$ cat config.mk
export PLATFORM = sky130hd
export DESIGN_NAME = pipeline_stage_controller_flat
export DESIGN_NICKNAME = d
export VERILOG_FILES = /design/src/rtl/cpu_types_pkg.sv /design/src/rtl/pipeline_stage_controller_if.sv /design/src/rtl/load_use_detect.sv /design/src/rtl/pipeline_stage_controller.sv /design/src/flat_wrapper.sv
export SDC_FILE = /design/constraint.sdc
export NUM_CORES = 1
export LEC_CHECK = 0
export BUFFER_PORTS_ARGS = -buffer_cell sky130_fd_sc_hd__buf_4
export CAP_MARGIN = 20
export CORE_ASPECT_RATIO = 1.4
export CORE_MARGIN = 2
export CORE_UTILIZATION = 33
export CTS_CLUSTER_DIAMETER = 80
export DETAILED_ROUTE_END_ITERATION = 8
export PLACE_DENSITY_LB_ADDON = 0.3
export SETUP_SLACK_MARGIN = 0.3
export SLEW_MARGIN = 30
export SYNTH_ARGS = -nofsm -noshare
export SYNTH_HDL_FRONTEND = slang
export SYNTH_HIERARCHICAL = 1
export SYNTH_SLANG_ARGS = --single-unit
$ cat constraint.sdc
create_clock -name CLK -period 3.26 [get_ports CLK]
set_clock_uncertainty 0.05 [all_clocks]
set_input_delay 0.326 -clock CLK [delete_from_list [all_inputs] [get_ports CLK]]
set_output_delay 0.326 -clock CLK [all_outputs]
set_load 0.02 [all_outputs]
$ cat src/rtl/cpu_types_pkg.sv
// cpu_types_pkg: shared pipeline command type and register-index width.
package cpu_types_pkg;
  localparam int REG_W = 5;
  typedef enum logic [1:0] {PIPE_ENABLE, PIPE_STALL, PIPE_NOP} pipe_state_t;
endpackage

$ cat src/rtl/pipeline_stage_controller_if.sv
// pipeline_stage_controller_if: hazard inputs and stage commands of the pipeline controller.
interface pipeline_stage_controller_if;
  import cpu_types_pkg::*;
  logic ihit, dhit, dmem_req_mem, branch_taken_mem, halt_mem, MemToReg_ex, RegWrite_ex;
  logic [REG_W-1:0] regWSEL_ex, rs_id, rt_id;
  logic pc_en, halted, dwait;
  pipe_state_t fd_state, de_state, em_state, mw_state;
  logic [31:0] stall_cycles, flush_count;
  modport master(
    output ihit, dhit, dmem_req_mem, branch_taken_mem, halt_mem, MemToReg_ex, RegWrite_ex,
    output regWSEL_ex, rs_id, rt_id,
    input pc_en, halted, dwait, fd_state, de_state, em_state, mw_state, stall_cycles, flush_count
  );
  modport slave(
    input ihit, dhit, dmem_req_mem, branch_taken_mem, halt_mem, MemToReg_ex, RegWrite_ex,
    input regWSEL_ex, rs_id, rt_id,
    output pc_en, halted, dwait, fd_state, de_state, em_state, mw_state, stall_cycles, flush_count
  );
endinterface

$ cat src/rtl/load_use_detect.sv
// load_use_detect: flags an EX-stage load whose destination feeds an ID-stage source.
module load_use_detect
  import cpu_types_pkg::*;
(
  input  logic             mem_to_reg,
  input  logic             reg_write,
  input  logic [REG_W-1:0] wsel,
  input  logic [REG_W-1:0] rs,
  input  logic [REG_W-1:0] rt,
  output logic             lu
);
  assign lu = mem_to_reg & reg_write & (wsel != '0) & ((wsel == rs) | (wsel == rt));
endmodule

$ cat src/rtl/pipeline_stage_controller.sv
// pipeline_stage_controller: hazard FSM driving PC enable and per-register stage commands.
// Define PIPE_PERF_CNT_EN to build the stall/flush performance counters.
module pipeline_stage_controller
  import cpu_types_pkg::*;
(
  input logic CLK,
  input logic RST,
  pipeline_stage_controller_if.slave bus
);
  typedef enum logic [1:0] {RUN, DWAIT, DRAIN, HALTED} state_t;
  state_t state, nxt;
  logic lu, dstall, live;
  load_use_detect u_lu (
    .mem_to_reg(bus.MemToReg_ex),
    .reg_write (bus.RegWrite_ex),
    .wsel      (bus.regWSEL_ex),
    .rs        (bus.rs_id),
    .rt        (bus.rt_id),
    .lu        (lu)
  );
  assign dstall = bus.dmem_req_mem & ~bus.dhit;
  assign live = (state == RUN) | (state == DWAIT);
  always_ff @(posedge CLK) state <= RST ? RUN : nxt;
  always_comb begin
    nxt = state;
    bus.pc_en = 1'b0;
    bus.fd_state = PIPE_NOP;
    bus.de_state = PIPE_NOP;
    bus.em_state = PIPE_NOP;
    bus.mw_state = PIPE_NOP;
    if (RST) nxt = RUN;
    else if (state == HALTED) begin
      bus.fd_state = PIPE_STALL;
      bus.de_state = PIPE_STALL;
      bus.em_state = PIPE_STALL;
      bus.mw_state = PIPE_STALL;
    end else if (state == DRAIN) begin
      bus.mw_state = PIPE_ENABLE;
      nxt = HALTED;
    end else if (dstall) begin
      bus.fd_state = PIPE_STALL;
      bus.de_state = PIPE_STALL;
      bus.em_state = PIPE_STALL;
      nxt = DWAIT;
    end else if (bus.halt_mem) begin
      bus.mw_state = PIPE_ENABLE;
      nxt = DRAIN;
    end else if (bus.branch_taken_mem) begin
      bus.pc_en = 1'b1;
      bus.mw_state = PIPE_ENABLE;
      nxt = RUN;
    end else if (lu) begin
      bus.fd_state = PIPE_STALL;
      bus.em_state = PIPE_ENABLE;
      bus.mw_state = PIPE_ENABLE;
      nxt = RUN;
    end else begin
      bus.pc_en = bus.ihit;
      bus.fd_state = bus.ihit ? PIPE_ENABLE : PIPE_NOP;
      bus.de_state = PIPE_ENABLE;
      bus.em_state = PIPE_ENABLE;
      bus.mw_state = PIPE_ENABLE;
      nxt = RUN;
    end
  end
  // dwait marks every cycle spent waiting on data memory, including the first one
  assign bus.dwait = ~RST & live & dstall;
  assign bus.halted = ~RST & (state == HALTED);
`ifdef PIPE_PERF_CNT_EN
  logic [31:0] stall_q, flush_q;
  always_ff @(posedge CLK) begin
    if (RST) begin
      stall_q <= '0;
      flush_q <= '0;
    end else begin
      if (~bus.pc_en && state != HALTED && stall_q != '1) stall_q <= stall_q + 32'd1;
      // only the redirect path enables the PC while flushing the front end
      if (bus.pc_en && bus.fd_state == PIPE_NOP && flush_q != '1) flush_q <= flush_q + 32'd1;
    end
  end
  assign bus.stall_cycles = stall_q;
  assign bus.flush_count = flush_q;
`else
  assign bus.stall_cycles = '0;
  assign bus.flush_count = '0;
`endif
endmodule

$ cat src/flat_wrapper.sv
// flat-port wrapper written by rule: the top's interface ports become plain ports
module pipeline_stage_controller_flat import cpu_types_pkg::*;
  (CLK, RST, bus_ihit, bus_dhit, bus_dmem_req_mem, bus_branch_taken_mem, bus_halt_mem, bus_MemToReg_ex, bus_RegWrite_ex, bus_regWSEL_ex, bus_rs_id, bus_rt_id, bus_pc_en, bus_halted, bus_dwait, bus_fd_state, bus_de_state, bus_em_state, bus_mw_state, bus_stall_cycles, bus_flush_count);
  pipeline_stage_controller_if bus_i ();
  input logic CLK;
  input logic RST;
  input wire logic [$bits(bus_i.ihit)-1:0] bus_ihit;
  input wire logic [$bits(bus_i.dhit)-1:0] bus_dhit;
  input wire logic [$bits(bus_i.dmem_req_mem)-1:0] bus_dmem_req_mem;
  input wire logic [$bits(bus_i.branch_taken_mem)-1:0] bus_branch_taken_mem;
  input wire logic [$bits(bus_i.halt_mem)-1:0] bus_halt_mem;
  input wire logic [$bits(bus_i.MemToReg_ex)-1:0] bus_MemToReg_ex;
  input wire logic [$bits(bus_i.RegWrite_ex)-1:0] bus_RegWrite_ex;
  input wire logic [$bits(bus_i.regWSEL_ex)-1:0] bus_regWSEL_ex;
  input wire logic [$bits(bus_i.rs_id)-1:0] bus_rs_id;
  input wire logic [$bits(bus_i.rt_id)-1:0] bus_rt_id;
  output wire logic [$bits(bus_i.pc_en)-1:0] bus_pc_en;
  output wire logic [$bits(bus_i.halted)-1:0] bus_halted;
  output wire logic [$bits(bus_i.dwait)-1:0] bus_dwait;
  output wire logic [$bits(bus_i.fd_state)-1:0] bus_fd_state;
  output wire logic [$bits(bus_i.de_state)-1:0] bus_de_state;
  output wire logic [$bits(bus_i.em_state)-1:0] bus_em_state;
  output wire logic [$bits(bus_i.mw_state)-1:0] bus_mw_state;
  output wire logic [$bits(bus_i.stall_cycles)-1:0] bus_stall_cycles;
  output wire logic [$bits(bus_i.flush_count)-1:0] bus_flush_count;
  assign bus_i.ihit = bus_ihit;
  assign bus_i.dhit = bus_dhit;
  assign bus_i.dmem_req_mem = bus_dmem_req_mem;
  assign bus_i.branch_taken_mem = bus_branch_taken_mem;
  assign bus_i.halt_mem = bus_halt_mem;
  assign bus_i.MemToReg_ex = bus_MemToReg_ex;
  assign bus_i.RegWrite_ex = bus_RegWrite_ex;
  assign bus_i.regWSEL_ex = bus_regWSEL_ex;
  assign bus_i.rs_id = bus_rs_id;
  assign bus_i.rt_id = bus_rt_id;
  assign bus_pc_en = bus_i.pc_en;
  assign bus_halted = bus_i.halted;
  assign bus_dwait = bus_i.dwait;
  assign bus_fd_state = bus_i.fd_state;
  assign bus_de_state = bus_i.de_state;
  assign bus_em_state = bus_i.em_state;
  assign bus_mw_state = bus_i.mw_state;
  assign bus_stall_cycles = bus_i.stall_cycles;
  assign bus_flush_count = bus_i.flush_count;
  pipeline_stage_controller u_core (.CLK(CLK), .RST(RST), .bus(bus_i));
endmodule
# After elaboration in Yosys (flattened, before gate mapping)
# Index checks and enable logic that the tools add are counted.
classes:
  reduce_logical: 2
  bitwise: 11
  n_eq_ne: 5
  n_mux: 35
op_table:
  columns: ["cell", "count"]
  rows:
  - ["2-to-1 mux 2 bit", 28]
  - ["equality test 5 bit", 2]
  - ["bitwise AND 1 bit", 7]
  - ["2-to-1 mux 1 bit", 7]
  - ["nonzero test 5 bit", 1]
  - ["equality test 2 bit, second input constant", 2]
  - ["equality test 2 x 1 -> 1 bit, second input constant", 1]
  - ["logical NOT 2 bit", 1]
  - ["inverter 1 bit", 2]
  - ["bitwise OR 1 bit", 2]
totals:
  out_inout_bits: 75
  elab_cells: 54
  in_bits: 24
  register_bits: 2

# Logic depth before layout (Yosys ltp)
# Gate-level depths: netlist of the first run.
logic_depth:
  depth_word: 10
  depth_mapped: 7
  ltp_nobuf: 7

# Modules after synthesis
# The synthesis of the first run kept the hierarchy.
by_module_without_submodules:
  columns: ["mod", "cells_each", "instances", "seq_area_each_um2", "area_each_um2"]
  rows:
  - ["pipeline_stage_controller", 91, 1, 40.0, 681.9]
  - ["load_use_detect", 17, 1, 0.0, 132.6]

# Worst setup path after synthesis of the first run
# No wires, ideal clock.
synth_timing:
  kind: "input to output"
  start: "in bus_regWSEL_ex[3]"
  end: "out bus_pc_en"
  arrival_ps: 1809
  cell_stages: 6
  required_time_ps: 2884
  path_buffers: 0
  setup_slack_ps: 1075
  path_cell_list: "or4_1 > o211ai_2 > a21oi_1 > inv_1 > a21oi_1 > nor4_1"
synth_between:
  elab_chain_cells: 10
  elab_cells_between_ends: 13
  cone_classes: "eq/ne (2); mux (7); bitwise (3); reduce/logical (1)"
synth_lines:
  columns: ["element", "line_no", "rtl"]
  rows:
  - ["start: declaration", "flat_wrapper.sv:14", "input wire logic [$bits(bus_i.regWSEL_ex)-1:0] bus_regWSEL_ex;"]
  - ["equality test 5 bit / nonzero test 5 bit (equally long branches)", "load_use_detect.sv:12", "assign lu = mem_to_reg & reg_write & (wsel != '0) & ((wsel == rs) | (wsel == rt));"]
  - ["bitwise OR 1 bit / bitwise AND 1 bit (equally long branches)", "load_use_detect.sv:12", null]
  - ["bitwise AND 1 bit *", "load_use_detect.sv:12", null]
  - ["via u_core.lu", "pipeline_stage_controller.sv:12", "logic lu, dstall, live;"]
  - ["2-to-1 mux 1 bit *", "pipeline_stage_controller.sv:52", "end else if (lu) begin"]
  - ["2-to-1 mux 1 bit *", "pipeline_stage_controller.sv:48", "end else if (bus.branch_taken_mem) begin"]
  - ["2-to-1 mux 1 bit *", "pipeline_stage_controller.sv:45", "end else if (bus.halt_mem) begin"]
  - ["2-to-1 mux 1 bit *", "pipeline_stage_controller.sv:40", "end else if (dstall) begin"]
  - ["2-to-1 mux 1 bit *", "pipeline_stage_controller.sv:37", "end else if (state == DRAIN) begin"]
  - ["2-to-1 mux 1 bit *", "pipeline_stage_controller.sv:32", "else if (state == HALTED) begin"]
  - ["2-to-1 mux 1 bit *", "pipeline_stage_controller.sv:31", "if (RST) nxt = RUN;"]
  - ["end: declaration", "flat_wrapper.sv:17", "output wire logic [$bits(bus_i.pc_en)-1:0] bus_pc_en;"]
# Mark *: on every way through the listed nets, which the timed path passes. The rest lies on a longest branch.

# Final worst setup path of the first run
layout_timing:
  start: "in bus_regWSEL_ex[3]"
  end: "out bus_fd_state[1]"
layout_between:
  elab_chain_cells: 10
  elab_cells_between_ends: 13
  cone_classes: "eq/ne (2); mux (7); bitwise (3); reduce/logical (1)"
layout_lines:
  columns: ["element", "line_no", "rtl"]
  rows:
  - ["equality test 5 bit / nonzero test 5 bit (equally long branches)", "load_use_detect.sv:12", null]
  - ["bitwise OR 1 bit / bitwise AND 1 bit (equally long branches)", "load_use_detect.sv:12", null]
  - ["bitwise AND 1 bit *", "load_use_detect.sv:12", null]
  - ["via u_core.lu", "pipeline_stage_controller.sv:12", null]
  - ["2-to-1 mux 2 bit *", "pipeline_stage_controller.sv:52", null]
  - ["2-to-1 mux 2 bit *", "pipeline_stage_controller.sv:48", null]
  - ["2-to-1 mux 2 bit *", "pipeline_stage_controller.sv:45", null]
  - ["2-to-1 mux 2 bit *", "pipeline_stage_controller.sv:40", null]
  - ["2-to-1 mux 2 bit *", "pipeline_stage_controller.sv:37", null]
  - ["2-to-1 mux 2 bit *", "pipeline_stage_controller.sv:32", null]
  - ["2-to-1 mux 2 bit *", "pipeline_stage_controller.sv:31", null]
  - ["end: declaration", "flat_wrapper.sv:20", "output wire logic [$bits(bus_i.fd_state)-1:0] bus_fd_state;"]
# Marked as above.

==> results.md, run 1 <==
* Status: finished, final reports clean
* Post-Place Setup Slack at 1080 ps
* Post-Layout Inst Area at 862 sq um
* Die area at between 2000 and 3000 sq um
* Final cell count without fillers at 165
* N_diodes at 0
* Pin count of the biggest net entering global routing at 8
* Final-layout fill cell count at 249
* R2R Setup Slk at 2520 ps
* Detailed Place HPWL at 1260 um
* Largest Register: u_core/state
* TritonCTS clock tree: done
* Pleak at 0.495 nW
* Startpoint Class: input port
* Setup Crit Path Kind: input port to output port
* Met3 usage at 2.60%
* CP Data Required Time at 2880 ps
* Hold Crit Endpoint: u_core/state[0]
* Drt via density at 3.58
* # setup viols final at 0
* Cells after DPL at 162
* Area leader, netlist: buf_4
* Clock latency at the later pin of the worst-skew pair at approximately 230 ps
* Hold Slack at ~290 ps
* Max FFs per register at 2
* Port Buffers at 34
* CP Max Fanout at 3
* Crit path largest cell delay at 530 ps
* Final Max Tran Viols at 0
* Post-CTS setup buffer count at 0
* Syn. warnings at 6
* Post-layout nets at ~170
* Row cnt at 21
* Number of synthesized register bits at 2
* Pwr Total at around 0.23 mW
* Final wirelength at 1420 um
* Register area share after synthesis at 4.92%
* Reg2Reg Launch Point: u_core/state[1]
* Pre-antenna DRT Iters at 4
* Fin crit share at between 60% and 70%
* Die height at 62.8 um
* Post-layout util at between 30 and 40%
* Core footprint at 2360 sq um
* Synth unique cells at 22
* Hold_sp: RST
* Routed Antenna Nets at 0
* Clock Path Buffers at 2
* Vias in the first global route at 450
* Cell Area, Placed at 840 sq um
* Final worst path period need at 2200 ps
* Worst-path cell chain: buf_4 -> or4_1 -> o211ai_2 -> a21oi_1 -> or2_2 -> a21oi_1 -> buf_4
* Critical path arrival at ~1800 ps
* Remaining DRCs at 0
* Setup TNS at 0 ps
* Reg2reg end: u_core/state[1]
* Initial antenna violation count at 0
* Final setup margin at 1060 ps
* Post-CTS Hold Fix Bufs at 0
* CP max-delay cell: or4_1
* F_max at 454 MHz
* Top post-synthesis cells by area: buf_4 (61%), xor2_1 (6.5%), dfxtp_1 (4.9%)
* Buf/Inv on CP at 2
* Die Width at 46.0 um
* Area growth syn-to-layout at 5.84%
* GRT Residual Overflow at 0
* RSZ-0062 raised after global routing: no
* Leading registers by flop count: u_core/state (2)
* Post-CTS sizing at 0
* PwrDens at 265 nW/um^2
* Initial Util at around a third
* Detailed router's first-iteration violation count at 13
* Worst Hold Class: input port to flop
* Clk root buf: clkbuf_4
* Global route hottest layer: met2
* Fin. Hold Viols at 0
* Top Ports at 99
* Post-Syn Area at ~810 sq um
* Top delay family on crit path: simple AND/OR/NAND/NOR gates
* Peak VDD IR at 0.113 mV
* Via count at approximately 590
* Commonest cells after routing, fill and taps aside: conb_1 (64), buf_4 (34), nor2_1 (6), xor2_1 (6), a21oi_1 (5)
* H-Tree Depth at 1
* First-pass GRT wire length at 1910 um
* Hold path cells at 2
* Crit path capture type: output port
* Clock Sinks at 2
* Met2 Use GR at about 16%
* Clk pin slew, worst setup/hold paths at 30 ps
* Wire per inst at ~8.6 um
* Post-synth top area share at 60.8%
* Tot GR Track Use at under 10%
* Maximum Capacitance Violations at 0
* GR Layer Usage met1 at 8.38%
* Most common cell after layout, fill and taps aside: conb_1
* Placer Congestion at 0.758
* Avg Cell Area, Syn at 7.54 sq um
* R2r worst-path depth at 2
* Synthesized instance count at between 100 and 150
* Cts bufs inserted at 3
* Fraction of layout cells with a size suffix above 1 at 29.6%
## cells by family after synthesis
family / Yosys count / synth area share (%)
XOR/XNOR: 10 / 10.8
AO/OA/AOI/OAI: 10 / 11.4
flip-flops: 2 / 4.92
buffers and inverters: 68 / 61.8
other: 1 / 0.460
AND/OR/NAND/NOR: 17 / 10.8
## cells in the mapped netlist
cell and count:
a2111oi_4 1, nor4_1 1, o22ai_2 1, a21oi_1 5
or4_1 1, nand2_1 1, xnor2_1 4, o211ai_2 1
nor2_1 6, or2_4 1, conb_1 1, xor2_1 6
inv_1 2, nand2b_1 1, or2_2 1, nand3_1 2
buf_4 66, dfxtp_1 2, a21o_1 1, nor2b_1 1
o21bai_1 1, nor3_1 2
## how the worst max path moves through the flow
stage	startpoint	endpoint	depth (start not counted)
after floorplan	bus_regWSEL_ex[3]	bus_pc_en	6
after global placement	bus_regWSEL_ex[3]	bus_fd_state[1]	7
after detailed placement	bus_regWSEL_ex[3]	bus_fd_state[1]	7
after CTS	bus_regWSEL_ex[3]	bus_fd_state[1]	7
after global routing	bus_regWSEL_ex[3]	bus_fd_state[1]	7
final	bus_regWSEL_ex[3]	bus_fd_state[1]	7
## where the power goes
part           internal (mW)  switching [mW]  total [mW]  leakage (nW)
Sequential            0.0265         0.00226      0.0288        0.0167
Combinational         0.0419           0.101       0.143         0.465
Clock                 0.0407          0.0160      0.0567        0.0138
Total                  0.109           0.120       0.229         0.495
## final cells by class
type	count	area [sq um]	share of cell area (%)
Multi-Input combinational cell	101	508	58.9
Timing Repair Buffer	34	255	29.6
Sequential cell	2	40.0	4.64
Tap cell	23	28.8	3.34
Clock buffer	3	22.5	2.61
Inverter	2	7.51	0.871
## routing by layer
| layer | vias up | routed length, um |
|---|---|---|
| met3 | 0 | 154 |
| li1 | 282 | - |
| met1 | 258 | 436 |
| met4 | 0 | 0 |
| met5 | - | 0 |
| met2 | 51 | 828 |
No activity file was read; power rests on OpenSTA's default activity.
==> run 2: changes to the inputs <==
==> constraint.sdc (replaced) <==
create_clock -name CLK -period 2.3 [get_ports CLK]
set_clock_uncertainty 0.05 [all_clocks]
set_input_delay 0.23 -clock CLK [delete_from_list [all_inputs] [get_ports CLK]]
set_output_delay 0.23 -clock CLK [all_outputs]
set_load 0.02 [all_outputs]
==> results.md, run 2 (synthesis results as in run 1) <==
* Fraction of layout cells with a size suffix above 1 at 34.7% (was 29.6%)
* N_diodes at 0 (unchanged)
* Tot GR Track Use at 9.18% (unchanged)
* Final cell count without fillers at 167 (was 165)
* First-pass GRT wire length at 1910 um (unchanged)
* TritonCTS clock tree: done (unchanged)
* Crit path largest cell delay at 500 ps (was 530 ps)
* Commonest cells after routing, fill and taps aside: conb_1 (64), buf_4 (35), nor2_1 (6), xor2_1 (6), xnor2_1 (4) (was conb_1 (64), buf_4 (34), nor2_1 (6), xor2_1 (6), a21oi_1 (5))
* Wire per inst at 8.76 um (was 8.60 um)
* Switching part of the total at 51.7% (was 52.3%)
* Final wirelength at 1460 um (was 1420 um)
* Internal Power at 0.158 mW (was 0.109 mW)
* Post-CTS Hold Fix Bufs at 0 (unchanged)
* Die height at 62.8 um (unchanged)
* Clock power share at 23.4% (was 24.8%)
* Clock Path Buffers at 2 (unchanged)
* Die area at 2890 sq um (unchanged)
* Max FFs per register at 2 (unchanged)
* Reg power frac at 12.5% (was 12.6%)
* Initial antenna violation count at 0 (unchanged)
* Post-Layout Inst Area at 905 sq um (was 862 sq um)
* Peak VDD IR at 0.151 mV (was 0.113 mV)
* Vias in the first global route at 450 (unchanged)
* Top Ports at 99 (unchanged)
* Clk pin slew, worst setup/hold paths at 30 ps (about the same)
* Core footprint at 2360 sq um (unchanged)
* Maximum Capacitance Violations at 0 (unchanged)
* Pre-antenna DRT Iters at 4 (unchanged)
* R2R Setup Slk at 1580 ps (was 2520 ps)
* Critical path arrival at 1670 ps (was 1830 ps)
* R2r worst-path depth at 2 (unchanged)
* Setup Crit Path Kind: input port to output port (unchanged)
* Hold Crit Endpoint: u_core/state[0] (unchanged)
* Setup TNS at 0 ps (unchanged)
* Row cnt at 21 (unchanged)
* Most common cell after layout, fill and taps aside: conb_1 (unchanged)
* Placer Congestion at 0.757 (was 0.758)
* Final Max Tran Viols at 0 (unchanged)
* Gate power share at 64.1% (was 62.6%)
* Area growth syn-to-layout at 11.1% (was 5.84%)
* Largest Register: u_core/state (unchanged)
* Worst-path cell chain: buf_4 -> or4_4 -> o211ai_2 -> a21oi_2 -> inv_2 -> a21oi_2 -> nor4_2 -> buf_4 (was buf_4 -> or4_1 -> o211ai_2 -> a21oi_1 -> or2_2 -> a21oi_1 -> buf_4)
* Reg2Reg Launch Point: u_core/state[1] (unchanged)
* CP Max Fanout at 3 (unchanged)
* Initial Util at 34.4% (unchanged)
* Detailed Place HPWL at 1260 um (unchanged)
* Cells after DPL at 162 (unchanged)
* Cts bufs inserted at 3 (unchanged)
* Leading registers by flop count: u_core/state (2) (unchanged)
* # setup viols final at 0 (unchanged)
* CP max-delay cell: or4_4 (was or4_1)
* Pin count of the biggest net entering global routing at 8 (unchanged)
* GRT Residual Overflow at 0 (unchanged)
* Clock Sinks at 2 (unchanged)
* Port Buffers at 34 (unchanged)
* Via count at 611 (was 591)
* Crit path capture type: output port (unchanged)
* Clk root buf: clkbuf_4 (unchanged)
* Top delay family on crit path: simple AND/OR/NAND/NOR gates (unchanged)
* Final worst path period need at around 2000 ps
* CP Data Required Time at 2020 ps (was 2880 ps)
* Cell Area, Placed at 840 sq um (unchanged)
* Hold_sp: RST (unchanged)
* Final setup margin at 349 ps (was 1060 ps)
* Drt via density at 3.66 (was 3.58)
* Status: finished, final reports clean (unchanged)
* F_max at 512 MHz
* Reg2reg end: u_core/state[1] (unchanged)
* Post-Place Setup Slack at 310 ps (was 1080 ps)
* Psw at 0.169 mW (was 0.120 mW)
* PwrDens at 361 nW/um^2 (was 265 nW/um^2)
* Fin. Hold Viols at 0 (unchanged)
* H-Tree Depth at 1 (unchanged)
* Startpoint Class: input port (unchanged)
* RSZ-0062 raised after global routing: no (unchanged)
* Post-layout nets at 170 (was 168)
* Hold path cells at 2 (unchanged)
* Post-layout util at 38.3% (was 36.5%)
* Routed Antenna Nets at 0 (unchanged)
* Buf/Inv on CP at 3 (was 2)
* Worst Hold Class: input port to flop (unchanged)
* Remaining DRCs at 0 (unchanged)
* Pleak at 0.510 nW (was 0.495 nW)
* Detailed router's first-iteration violation count at 14 (was 13)
* Fin crit share at 84.8%
* Clock latency at the later pin of the worst-skew pair at 220 ps (was 230 ps)
* Die Width at 46.0 um (unchanged)
[run 2: layout make-up]
type | instances | area (sq um)
flip-flops and latches | 2 | 40.0
repair buffers | 36 | 274
inverters | 2 | 7.51
clock buffers | 3 | 22.5
fillers | 249 | 1460
well taps | 23 | 28.8
multi-input cells | 101 | 532
[run 2: metal layers]
metal | GRT usage (%) | vias up | part of all wire [%] | wire [um]
met5 | 0 | - | 0 | 0
met4 | 5.36 | 0 | 0 | 0
met3 | 2.60 | 0 | 11 | 154
met2 | 16.5 | 51 | 59 | 866
met1 | 8.38 | 274 | 30 | 443
li1 | - | 286 | - | -
[run 2: worst max-delay path by stage]
stage	startpoint	endpoint	slack (ps)	cells after the start
CTS	bus_regWSEL_ex[3]	bus_fd_state[1]	310	7
detailed placement	bus_regWSEL_ex[3]	bus_fd_state[1]	310	7
global placement	bus_regWSEL_ex[3]	bus_fd_state[1]	330	7
global route	bus_regWSEL_ex[4]	bus_pc_en	260	8
floorplan	bus_regWSEL_ex[3]	bus_pc_en	310	6
finish	bus_regWSEL_ex[4]	bus_pc_en	350	8
[run 2: through the flow]
step | hold WS (ps) | power (mW)
2_1_floorplan | 252 | 0.266
3_3_place_gp | 426 | 0.241
3_5_place_dp | 427 | 0.242
4_1_cts | 192 | 0.323
5_1_grt | 188 | 0.358
6_report | 199 | 0.327
[run 2: power by group through the flow]
stage / clock network, mW / registers, mW / logic, mW
2_1_floorplan: 0 / 0.0407 / 0.226
4_1_cts: 0.0805 / 0.0407 / 0.202
5_1_grt: 0.0918 / 0.0412 / 0.225
3_3_place_gp: 0 / 0.0412 / 0.199
6_report: 0.0766 / 0.0408 / 0.209
3_5_place_dp: 0 / 0.0412 / 0.201
[run 2: repair_timing]
| action | in CTS | in global routing |
|---|---|---|
| setup endpoints to repair | 1 | 2 |
| resized for setup | 1 | 7 |
| buffers inserted | 0 | 2 |
| pin swaps | 0 | 5 |
==> run 3: changes to the inputs <==
==> constraint.sdc (replaced) <==
create_clock -name CLK -period 1.8 [get_ports CLK]
set_clock_uncertainty 0.05 [all_clocks]
set_input_delay 0.18 -clock CLK [delete_from_list [all_inputs] [get_ports CLK]]
set_output_delay 0.18 -clock CLK [all_outputs]
set_load 0.02 [all_outputs]
==> results.md, run 3 (synthesis results as in run 1) <==
* Remaining DRCs at 0 (unchanged)
* Fin crit share at between 90% and 100%
* Peak VDD IR at 0.172 mV (was 0.151 mV)
* GRT Residual Overflow at 0 (unchanged)
* Setup Crit Path Kind: input port to output port (unchanged)
* Fin. Hold Viols at 0 (unchanged)
* Drt via density at 3.65 (was 3.66)
* Pwr Total at 0.439 mW (was 0.327 mW)
* N_diodes at 0 (unchanged)
* Register cell area after layout at 43.8 sq um (was 40.0 sq um)
* Max FFs per register at 2 (unchanged)
* Die Width at 46.0 um (unchanged)
* Final Max Tran Viols at 0 (unchanged)
* CP Max Fanout at 3 (unchanged)
* Worst Hold Class: input port to flop (unchanged)
* Die height at 62.8 um (unchanged)
* Detailed router's first-iteration violation count at 5 (was 14)
* CP max-delay cell: or4_4 (unchanged)
* Critical path arrival at 1520 ps (was 1670 ps)
* Top Ports at 99 (unchanged)
* Vias in the first global route at 438 (was 450)
* Routed Antenna Nets at 0 (unchanged)
* First-pass GRT wire length at 1940 um (was 1910 um)
* Reg2reg end: u_core/state[1] (unchanged)
* Multi-input logic area at 572 sq um (was 532 sq um)
* Wire per inst at 8.04 um (was 8.76 um)
* Leading registers by flop count: u_core/state (2) (unchanged)
* Pre-antenna DRT Iters at 4 (unchanged)
* Fraction of layout cells with a size suffix above 1 at 38.4% (was 34.7%)
* Met2 Use GR at 16.7% (was 16.5%)
* RSZ-0062 raised after global routing: yes (was no)
* Area growth syn-to-layout at 22.4% (was 11.1%)
* Clock Sinks at 2 (unchanged)
* Worst-path cell chain: buf_8 -> or4_4 -> o211ai_2 -> a21oi_2 -> or2_4 -> a21oi_4 -> buf_6 (was buf_4 -> or4_4 -> o211ai_2 -> a21oi_2 -> inv_2 -> a21oi_2 -> nor4_2 -> buf_4)
* Hold path cells at 2 (unchanged)
* Hold Crit Endpoint: u_core/state[1] (was u_core/state[0])
* Clock Path Buffers at 2 (unchanged)
* Placer Congestion at 0.677 (was 0.757)
* # setup viols final at 0 (unchanged)
* Crit path capture type: output port (unchanged)
* Pleak at 0.536 nW (was 0.510 nW)
* Port Buffers at 34 (unchanged)
* H-Tree Depth at 1 (unchanged)
* R2R Setup Slk at 1120 ps (was 1580 ps)
* Top delay family on crit path: simple AND/OR/NAND/NOR gates (unchanged)
* Clock latency at the later pin of the worst-skew pair at 220 ps (about the same)
* Clk root buf: clkbuf_4 (unchanged)
* Clk pin slew, worst setup/hold paths at 30 ps (about the same)
* CP Data Required Time at 1570 ps (was 2020 ps)
* Tot GR Track Use at 9.13% (was 9.18%)
* PwrDens at 440 nW/um^2 (was 361 nW/um^2)
* Setup TNS at 0 ps (unchanged)
* Via count at 617 (was 611)
* Die area at 2890 sq um (unchanged)
* Met3 usage at 2.60% (unchanged)
* Buf/Inv on CP at 2 (was 3)
* Final worst path period need at 1750 ps
* R2r worst-path depth at 2 (unchanged)
* Hold_sp: RST (unchanged)
* Critical Path Stages at 7 (was 8)
* Cts bufs inserted at 3 (unchanged)
* Initial Util at 34.4% (unchanged)
* Global route hottest layer: met2 (unchanged)
* Maximum Capacitance Violations at 0 (unchanged)
* Most common cell after layout, fill and taps aside: conb_1 (unchanged)
* GR Layer Usage met1 at 8.58% (was 8.38%)
* F_max at 572 MHz
* Core footprint at 2360 sq um (unchanged)
* Reg2Reg Launch Point: u_core/state[1] (unchanged)
* Crit path largest cell delay at 520 ps (was 500 ps)
* Pin count of the biggest net entering global routing at 8 (unchanged)
* Initial antenna violation count at 0 (unchanged)
* Final wirelength at 1360 um (was 1460 um)
* Post-layout nets at 172 (was 170)
* Startpoint Class: input port (unchanged)
* Commonest cells after routing, fill and taps aside: conb_1 (64), buf_4 (29), buf_6 (8), nor2_1 (6), xor2_1 (5) (was conb_1 (64), buf_4 (35), nor2_1 (6), xor2_1 (6), xnor2_1 (4))
* Largest Register: u_core/state (unchanged)
* Final-layout fill cell count at 247 (was 249)
* Detailed Place HPWL at 1200 um (was 1260 um)
* Row cnt at 21 (unchanged)
* Status: finished, final reports clean (unchanged)
* TritonCTS clock tree: done (unchanged)
-- run 3: worst register-to-register path: stages (launching register included) --
cell and delay [ps]:
dfxtp_4 350, a21oi_1 120, nor2_1 50
-- run 3: worst max-delay path by stage --
stage | startpoint | to | slack [ps]
4_1_cts | bus_regWSEL_ex[3] | bus_fd_state[1] | 60
2_1_floorplan | bus_regWSEL_ex[3] | bus_pc_en | 230
6_report | bus_regWSEL_ex[3] | bus_fd_state[1] | 50
3_5_place_dp | bus_regWSEL_ex[2] | bus_pc_en | -40
5_1_grt | bus_regWSEL_ex[0] | bus_pc_en | -20
3_3_place_gp | bus_regWSEL_ex[3] | bus_fd_state[1] | 10
-- run 3: metrics by stage --
stage          setup slack (ps)  utilization, %  cell area (sq um)  std cells  hold WS (ps)
4_1_cts                    63.1            41.9                991        169           144
6_report                   51.4            42.2                997        169           150
2_1_floorplan               231               -               1090        171           202
5_1_grt                   -21.0            42.2                997        169           155
3_5_place_dp              -42.4            37.0                876        162           373
3_3_place_gp               10.5            37.0                876        162           373
-- run 3: per-layer routing --
metal | vias to the layer above | part of all wire [%] | wire length, um
li1 | 291 | - | -
met1 | 263 | 26 | 359
met2 | 63 | 55 | 751
met3 | 0 | 18 | 248
met4 | 0 | 0 | 0
met5 | - | 0 | 0
-- run 3: cell type report --
type	instances	share of cell area, %
Clock buffer	3	2.26
Inverter	2	0.753
Multi-Input combinational cell	101	57.3
Sequential cell	2	4.39
Tap cell	23	2.89
Timing Repair Buffer	38	32.4
-- run 3: power breakdown --
part / internal [mW] / switching [mW]
Sequential: 0.0479 / 0.00389
Clock: 0.0735 / 0.0245
Combinational: 0.0938 / 0.195
-- run 3: repair_timing --
item / in CTS / in global routing
buffers inserted: 4 / 0
endpoints found under the setup margin: 7 / 7
hold buffers: 0 / 0
pin swaps: 8 / 4
gates resized for setup: 15 / 3
